**src/rtl/olq_pkg.sv**
```systemverilog
// olq_pkg: node type and sizing helper shared by the open-list queue files.
package olq_pkg;
  localparam int DEF_F = 32;
  localparam int DEF_I = 16;
  localparam int DEF_J = 16;
  typedef struct packed {
    logic [DEF_F-1:0] f;
    logic [DEF_I-1:0] i;
    logic [DEF_J-1:0] j;
  } node_t;
  function automatic int cnt_w(input int q);
    return $clog2(q + 1);
  endfunction
endpackage

```
**src/rtl/olq_cell.sv**
```systemverilog
// olq_cell: one sorted-queue slot choosing hold, shift-up, shift-down or load-new each cycle.
module olq_cell
  import olq_pkg::*;
#(
  parameter int W = 64,
  parameter int FW = 32,
  parameter bit HEAD = 1'b0
) (
  input  logic         CLK,
  input  logic         RSTn,
  input  logic         wr,
  input  logic         rd,
  input  logic         lt_prev,
  input  logic         lt_next,
  input  logic         prev_occ,
  input  logic         next_occ,
  input  logic [W-1:0] prev_d,
  input  logic [W-1:0] next_d,
  input  logic [W-1:0] new_d,
  output logic         occ,
  output logic [W-1:0] d,
  output logic         lt
);
  logic         n_occ;
  logic [W-1:0] n_d;
  // lt: the new node belongs at or below this slot (strictly smaller f, or slot free)
  assign lt = !(occ && d[W-1 -: FW] <= new_d[W-1 -: FW]);
  always_comb begin
    n_d   = (rd && wr) ? (!lt_next ? next_d : ((HEAD || !lt) ? new_d : d))
          : rd ? next_d
          : (wr && lt) ? (lt_prev ? prev_d : new_d)
          : d;
    n_occ = (rd && wr) ? (!lt_next ? next_occ : ((HEAD || !lt) ? 1'b1 : occ))
          : rd ? next_occ
          : (wr && lt) ? (lt_prev ? prev_occ : 1'b1)
          : occ;
  end
  always_ff @(posedge CLK) begin
    if (RSTn) begin
      occ <= 1'b0;
      d   <= '0;
    end else begin
      occ <= n_occ;
      d   <= n_d;
    end
  end
endmodule

```
**src/rtl/open_list_queue.sv**
```systemverilog
// open_list_queue: min-f priority queue for the A* open list; one-cycle sorted insert and pop.
// Define OLQ_VALID_QUAL_EN to require i_valid=1 for requests to be accepted.
module open_list_queue
  import olq_pkg::*;
#(
  parameter int QUEUE_SIZE = 10,
  parameter int DATA_WIDTH = 32,
  parameter int MAP_WIDTH  = 16,
  parameter int MAP_HEIGHT = 16
) (
  input  logic                  CLK,
  input  logic                  RSTn,
  input  logic                  i_wrt,
  input  logic                  i_read,
  input  logic                  i_valid,
  input  logic [DATA_WIDTH-1:0] i_node_f,
  input  logic [MAP_WIDTH-1:0]  i_node_i,
  input  logic [MAP_HEIGHT-1:0] i_node_j,
  output logic                  o_empty,
  output logic                  o_full,
  output logic                  o_valid,
  output logic [DATA_WIDTH-1:0] o_node_f,
  output logic [MAP_WIDTH-1:0]  o_node_i,
  output logic [MAP_HEIGHT-1:0] o_node_j
);
  localparam int NW = DATA_WIDTH + MAP_WIDTH + MAP_HEIGHT;
  localparam int CW = cnt_w(QUEUE_SIZE);
`ifdef OLQ_VALID_QUAL_EN
  localparam bit QUAL = 1'b1;
`else
  localparam bit QUAL = 1'b0;
`endif
  logic [CW-1:0] cnt;
  logic          wr_acc, rd_acc;
  logic [NW-1:0] new_d;
  // index 0 and QUEUE_SIZE+1 are virtual neighbours beyond the ends of the queue
  logic [NW-1:0] val_x [QUEUE_SIZE+2];
  logic          occ_x [QUEUE_SIZE+2];
  logic          lt_x  [QUEUE_SIZE+2];
  assign o_empty = cnt == '0;
  assign o_full  = cnt == CW'(QUEUE_SIZE);
  assign rd_acc  = i_read && (i_valid || !QUAL) && !o_empty;
  assign wr_acc  = i_wrt && (i_valid || !QUAL) && (!o_full || rd_acc);
  assign new_d   = {i_node_f, i_node_i, i_node_j};
  assign val_x[0] = '0;
  assign occ_x[0] = 1'b0;
  assign lt_x[0]  = 1'b0;
  assign val_x[QUEUE_SIZE+1] = '0;
  assign occ_x[QUEUE_SIZE+1] = 1'b0;
  assign lt_x[QUEUE_SIZE+1]  = 1'b1;
  for (genvar k = 0; k < QUEUE_SIZE; k++) begin : g_cell
    olq_cell #(.W(NW), .FW(DATA_WIDTH), .HEAD(k == 0)) u_cell (
      .CLK      (CLK),
      .RSTn     (RSTn),
      .wr       (wr_acc),
      .rd       (rd_acc),
      .lt_prev  (lt_x[k]),
      .lt_next  (lt_x[k+2]),
      .prev_occ (occ_x[k]),
      .next_occ (occ_x[k+2]),
      .prev_d   (val_x[k]),
      .next_d   (val_x[k+2]),
      .new_d    (new_d),
      .occ      (occ_x[k+1]),
      .d        (val_x[k+1]),
      .lt       (lt_x[k+1])
    );
  end
  always_ff @(posedge CLK) begin
    if (RSTn) begin
      cnt      <= '0;
      o_valid  <= 1'b0;
      o_node_f <= '0;
      o_node_i <= '0;
      o_node_j <= '0;
    end else begin
      cnt     <= cnt + CW'(wr_acc) - CW'(rd_acc);
      o_valid <= rd_acc;
      if (rd_acc) {o_node_f, o_node_i, o_node_j} <= val_x[1];
    end
  end
endmodule

```
**config.mk**
```make
export PLATFORM = sky130hd
export DESIGN_NAME = open_list_queue
export DESIGN_NICKNAME = d
export VERILOG_FILES = /design/src/rtl/olq_pkg.sv /design/src/rtl/olq_cell.sv /design/src/rtl/open_list_queue.sv
export SDC_FILE = /design/constraint.sdc
export NUM_CORES = 2
export LEC_CHECK = 0
export BUFFER_PORTS_ARGS = -buffer_cell sky130_fd_sc_hd__buf_4
export CORE_ASPECT_RATIO = 1.2
export CORE_MARGIN = 10
export CORE_UTILIZATION = 55
export DETAILED_ROUTE_END_ITERATION = 16
export GPL_ROUTABILITY_DRIVEN = 0
export MAX_ROUTING_LAYER = met4
export PLACE_DENSITY = 0.72
export RECOVER_POWER = 25
export SYNTH_ARGS = -nofsm -noshare
export SYNTH_HDL_FRONTEND = slang
export SYNTH_SLANG_ARGS = --single-unit
export TNS_END_PERCENT = 1
```
**constraint.sdc**
```tcl
create_clock -name CLK -period 4.8 [get_ports CLK]
set_input_delay 0.48 -clock CLK [delete_from_list [all_inputs] [get_ports CLK]]
set_output_delay 0.48 -clock CLK [all_outputs]
set_load 0.05 [all_outputs]
```
* Word level (Yosys, flattened, before mapping)
Cells that the tools add are included.
Cells by class: add/subtract/negate cells 2, magnitude comparators 10, equality and inequality tests 2, mux-type cells 98, reduce and logical (&&, ||, !) cells 48
Operators by type and width (number):
- 2-to-1 mux 64 bit | 49
- <= comparator 32 bit | 10
- 2-to-1 mux 1 bit | 49
- nonzero test 3 bit | 10
- logical AND 1 bit | 23
- zero test 1 bit | 12
- adder 4 x 1 -> 4 bit | 1
- == test 4 bit (second input constant) | 1
- zero test 4 bit | 1
- subtractor 4 x 1 -> 4 bit | 1
- inequality test 2 x 1 -> 1 bit (second input constant) | 1
- AND reduction 2 bit | 1
- logical OR 1 bit | 1
Storage, ports and cells: register bits after elaboration 719, bits of input ports 69, output and inout port bits 67, logic and storage cells 185

* Logic depth before layout (Yosys ltp)
depth after elaboration 9, gate-level depth with buffers 15, mapped depth without buffers 11

* Modules after synthesis
A second synthesis with hierarchy kept.
Unflattened totals: cells, all modules 7130, area, all modules 56828.3 µm²
By module, submodules not included:
- olq_cell (g_cell[1].u_cell ...) | instances 5, cells each 682, area an instance 5341.4 µm², seq. area each 1301.2 µm²
- olq_cell (g_cell[6].u_cell ...) | instances 4, cells each 680, area an instance 5362.6 µm², seq. area each 1301.2 µm²
- olq_cell (g_cell[0].u_cell) | instances 1, cells each 685, area an instance 5472.7 µm², seq. area each 1301.2 µm²
- open_list_queue | instances 1, cells each 315, area an instance 3198.1 µm², seq. area each 1381.3 µm²

* Least setup slack after synthesis
Ideal clock, no wire load.
path type register to register, start point reg cnt[2], end point reg cnt[1], library setup time 128 ps, data arrival time 3581 ps, data required time 4672 ps, setup slack 1091 ps, stages on the path, launching flop included 14, path buffers 4, clock period less this slack 3709 ps, path through dfxtp_1 -> inv_1 -> ha_1 -> nor3b_1 -> nand2b_1 -> clkbuf_1 -> nor2_1 -> clkbuf_1 -> clkbuf_1 -> clkbuf_1 -> nor2_1 -> ha_1 -> fa_1 -> nor2b_1
On the way: word-level cells in the longest chain between the ends 7, elaborated cells between the ends (all ways) 9, those cells by class add/sub (2); eq/ne (1); reduce/logical (6)
Ends and longest elaborated chain:
- start: declaration | RTL line open_list_queue.sv:33 | logic [CW-1:0] cnt;
- start signal: assignment | RTL line open_list_queue.sv:77 | cnt <= cnt + CW'(wr_acc) - CW'(rd_acc);
- zero test 4 bit * | RTL line open_list_queue.sv:40 | assign o_empty = cnt == '0;
- net o_empty | RTL line open_list_queue.sv:19 | output logic o_empty,
- zero test 1 bit * | RTL line open_list_queue.sv:42 | assign rd_acc = i_read && (i_valid || !QUAL) && !o_empty;
- logical AND 1 bit * | RTL line open_list_queue.sv:42
- logical OR 1 bit | RTL line open_list_queue.sv:43 | assign wr_acc = i_wrt && (i_valid || !QUAL) && (!o_full || rd_acc);
- logical AND 1 bit | RTL line open_list_queue.sv:43
- adder 4 x 1 -> 4 bit | RTL line open_list_queue.sv:77
- subtractor 4 x 1 -> 4 bit * | RTL line open_list_queue.sv:77
The timed path passes the listed nets; every way through them passes the cells marked *. A chain may end at the register's enable or synchronous reset.

* Worst setup path in the final report
start point in i_node_f[13], end point reg g_cell[6].u_cell.d[39]
On the way: word-level cells in the longest chain between the ends 6, elaborated cells between the ends (all ways) 15, those cells by class order compare (3); mux (6); reduce/logical (6)
Ends and longest elaborated chain:
- start: declaration | RTL line open_list_queue.sv:16 | input logic [DATA_WIDTH-1:0] i_node_f,
- <= comparator 32 bit | RTL line olq_cell.sv:27 | assign lt = !(occ && d[W-1 -: FW] <= new_d[W-1 -: FW]);
- logical AND 1 bit | RTL line olq_cell.sv:27
- 2-to-1 mux 64 bit (2 in series) | RTL line olq_cell.sv:31 | : (wr && lt) ? (lt_prev ? prev_d : new_d)
- 2-to-1 mux 64 bit | RTL line olq_cell.sv:30 | : rd ? next_d
- 2-to-1 mux 64 bit | RTL line olq_cell.sv:29 | n_d = (rd && wr) ? (!lt_next ? next_d : ((HEAD || !lt) ? new_d : d))
- end signal: assignment | RTL line olq_cell.sv:44 | d <= n_d;
- end: declaration | RTL line olq_cell.sv:21 | output logic [W-1:0] d,
Several ways; a longest one is shown, not always the timed one. The select of a mux whose other input is x is not followed.

==> flow_metrics.env <==
export IMPL_dr_pass1_iters=8
export IMPL_synth_flop_cell="dfxtp_1"
export IMPL_final_hold_viol_count=0
export IMPL_crit_slowest_cell="clkbuf_2"
export IMPL_synthMuxAreaShare=0.123
export IMPL_postCtsSetupBuffers=0
export IMPL_synth_cell_type_count=74
export IMPL_comb_power_share=0.538
export IMPL_grt_pass1_vias=49700
export IMPL_final_common_cell="dfxtp_1"
export IMPL_yosys_top_cells_area="dfxtp_1, ha_1, mux2i_1, mux2_2, a21oi_1"
export IMPL_ant_nets=0
export IMPL_drive_gt1_frac=0.128
export IMPL_synth_seq_area_share=0.278
export IMPL_clkPwrFrac=0.169
export IMPL_ir_worst_vdd_v=0.000479
export IMPL_dp_slack_ns=0.475
export IMPL_overflow=0
export IMPL_p_leak_uw=0.0216
export IMPL_numCtsBuffers=84
export IMPL_layout_cells_non_filler=7306
export IMPL_portBuffers=134
export IMPL_worst_path_max_fanout=25
export IMPL_hold_class="in -> reg"
export IMPL_outcome="finished, final reports clean"
export IMPL_clock_skew_ns=0.0257
export IMPL_cp_common_cell="a21oi_1"
export IMPL_worstMarginPinSlew_ns=1.47
export IMPL_place_hpwl_um=117000
export IMPL_io_pins=136
export IMPL_route_detailed_drc=0
export IMPL_die_area_mm2=0.107
export IMPL_slew_headroom=0.0183
export IMPL_initial_core_util=0.552
export IMPL_grt_setup_unrepaired="false"
export IMPL_fp_dieH_um=356
export IMPL_area_delta_synth_final_pct=8.72
export IMPL_synthCells=6293
export IMPL_p_int_uw=20600
export IMPL_fmax_ghz=0.231
export IMPL_timing_final_ws_setup_ns=0.468
export IMPL_synth_top_family_by_area="compound AO/OA/AOI/OAI gates"
export IMPL_clk_latency_ns=0.68
export IMPL_syn_num_nets=6688
export IMPL_synth_edf_count=0
export IMPL_fin_crit_sh=0.902
export IMPL_yosysTopAreaCellShare=0.278
export IMPL_vias=51200
export IMPL_ys_async_sr_fraction=0
export IMPL_cts_resized=0
export IMPL_synth_xor_area_frac=0.000339
export IMPL_maxCapViolations=0
export IMPL_switching_share=0.469
export IMPL_nets=6381
export IMPL_wirelength_um=180000
export IMPL_synth_seq_cells=719
export IMPL_drt_iter0_markers=5303
export IMPL_antenna_found_initial=3
export IMPL_cp_top_family="buffers and inverters"
export IMPL_critical_path_buf_inv_count=4
export IMPL_slew_viol_final=0
export IMPL_synthAdderAreaFrac=0.0791
export IMPL_grt_max_degree=204
export IMPL_cts_tree="built"
export IMPL_cts_buffer_depth=3
export IMPL_timing_critical_path_cells="buf_4 > inv_1 > ha_1 > nand4_1 > nor4_1 > clkbuf_1 > a21boi_0 > o31a_1 > a21oi_1 > a21oi_1 > nand2_4 > clkbuf_2 > o211ai_1"
export IMPL_cp_data_required_time_ns=5.32
export IMPL_synthSimpleGateAreaFrac=0.124
export IMPL_synthesis_area_mm2=0.0517
export IMPL_clkTransAtPathRegs_ns=0.06
export IMPL_cts_num_sinks=719
export IMPL_yosysTopAreaCell="dfxtp_1"
export IMPL_setup_worst_path_class="in -> reg"
export IMPL_synth_warnings=0
export IMPL_grt_first_pass_wirelength_um=282000
export IMPL_crit_path_end_kind="register"
export IMPL_p_sw_uw=18200
export IMPL_start_kind="primary input"
export IMPL_final_util=0.601
export IMPL_slowest_delay_ns=0.66
export IMPL_finalSetupTns_ns=0
export IMPL_dp_cells=7150
export IMPL_finalSetupViolCount=0
export IMPL_viasPerCell=7.01
export IMPL_postCtsHoldBufs=0
export IMPL_synth_compound_area_frac=0.335
export IMPL_seqPwrFrac=0.293
export IMPL_root_buffer="clkbuf_16"
export IMPL_fin_crit_ns=4.33
export IMPL_synth_area_per_cell_um2=8.21
export IMPL_grtUsageTotal=0.331
export IMPL_ctsHtreeMaxLevel=3
export IMPL_whs_ns=0.224
export IMPL_cp_data_arrival_time_ns=4.85
export IMPL_powerDensity_mw_per_mm2=691
export IMPL_core_area_mm2=0.0936
export IMPL_most_common_layout_cells="dfxtp_1, a21oi_1, o21ai_0, nand2_1, mux2i_1"
export IMPL_die_w_um=300
export IMPL_rows=123
export IMPL_wl_per_cell_um=24.7
-- worst min-delay path: cells and delay by family --
| family | cells | cell delay [ns] |
|---|---|---|
| buf+inv | 1 | 0.19 |
| compound gates | 1 | 0.09 |
| simple gates | 1 | 0.09 |
-- final cells by class --
type	count	area [µm²]
antenna	6	15.0
clock buffer	121	2450
clock inverter	29	284
fill	8436	37400
inverter	60	240
multi-input combinational	4815	34400
sequential	719	14400
tap	1250	1560
timing repair buffer	306	2810
-- cells in the mapped netlist, drive strengths merged (106+ instances only) --
cell type  number
ha            325
dfxtp         719
mux2          235
nand3         145
o211ai        204
a21oi         506
mux2i         370
buf           161
o21ai         517
nand2         446
o221a         140
a311oi        106
clkbuf        538
a211oi        109
nor3          126
nor2          276
a21o          255
and3          130
a31oi         211
-- through the flow --
step | instance area (µm²) | power, µW
2_1_floorplan | 51700 | 25800
3_3_place_gp | 53800 | 31300
3_5_place_dp | 53800 | 31900
4_1_cts | 56500 | 38500
5_1_grt | 56200 | 41200
6_report | 56200 | 38800
-- power groups by stage --
stage / sequential (µW) / combinational, µW / clock (µW)
final: 11400 / 20900 / 6570
after global routing: 11700 / 22700 / 6880
after CTS: 11300 / 20600 / 6610
after detailed placement: 11400 / 20500 / 0
after global placement: 11300 / 20000 / 0
after floorplan: 10600 / 15100 / 0
-- state kept, by name, indices dropped and copies added, names as in the netlist, named ones only --
| register | cells |
|---|---|
| o_node_j | 16 |
| o_node_f | 32 |
| cnt | 4 |
| g_cell.u_cell.occ | 3 |
| g_cell.u_cell.d | 640 |
| o_valid | 1 |
| o_node_i | 16 |
-- worst paths after layout --
| path | startpoint | end | slack, ns | depth (start not counted) |
|---|---|---|---|---|
| setup reg to reg | g_cell[6].u_cell.d[46] | g_cell[6].u_cell.d[39] | 0.49 | 11 |
| setup / recovery | i_node_f[13] | g_cell[6].u_cell.d[39] | 0.47 | 13 |
| hold / removal | i_node_f[31] | g_cell[5].u_cell.d[63] | 0.22 | 3 |
| hold reg to reg | o_node_j[4] | o_node_j[4] | 0.45 | 2 |
-- layer usage --
metal	global-route usage	vias to the layer above	share of wire
met4	0.227	0	0.078
met2	0.520	2435	0.45
met3	0.0494	689	0.078
met1	0.389	24600	0.39
met5	-	-	0
li1	-	23500	-
-- cells by family (layout without fill, tap and decap cells) --
logic type / after synthesis / count (layout)
AOI/OAI and AO/OA: 2520 / 2520
buffers and inverters: 759 / 516
and+or+nand+nor: 1362 / 1362
adders and majority gates: 326 / 326
DFF: 719 / 719
muxes: 605 / 605
xor gates and xnor gates: 2 / 2
other: 0 / 6
Power figures use the tool's default switching activity.
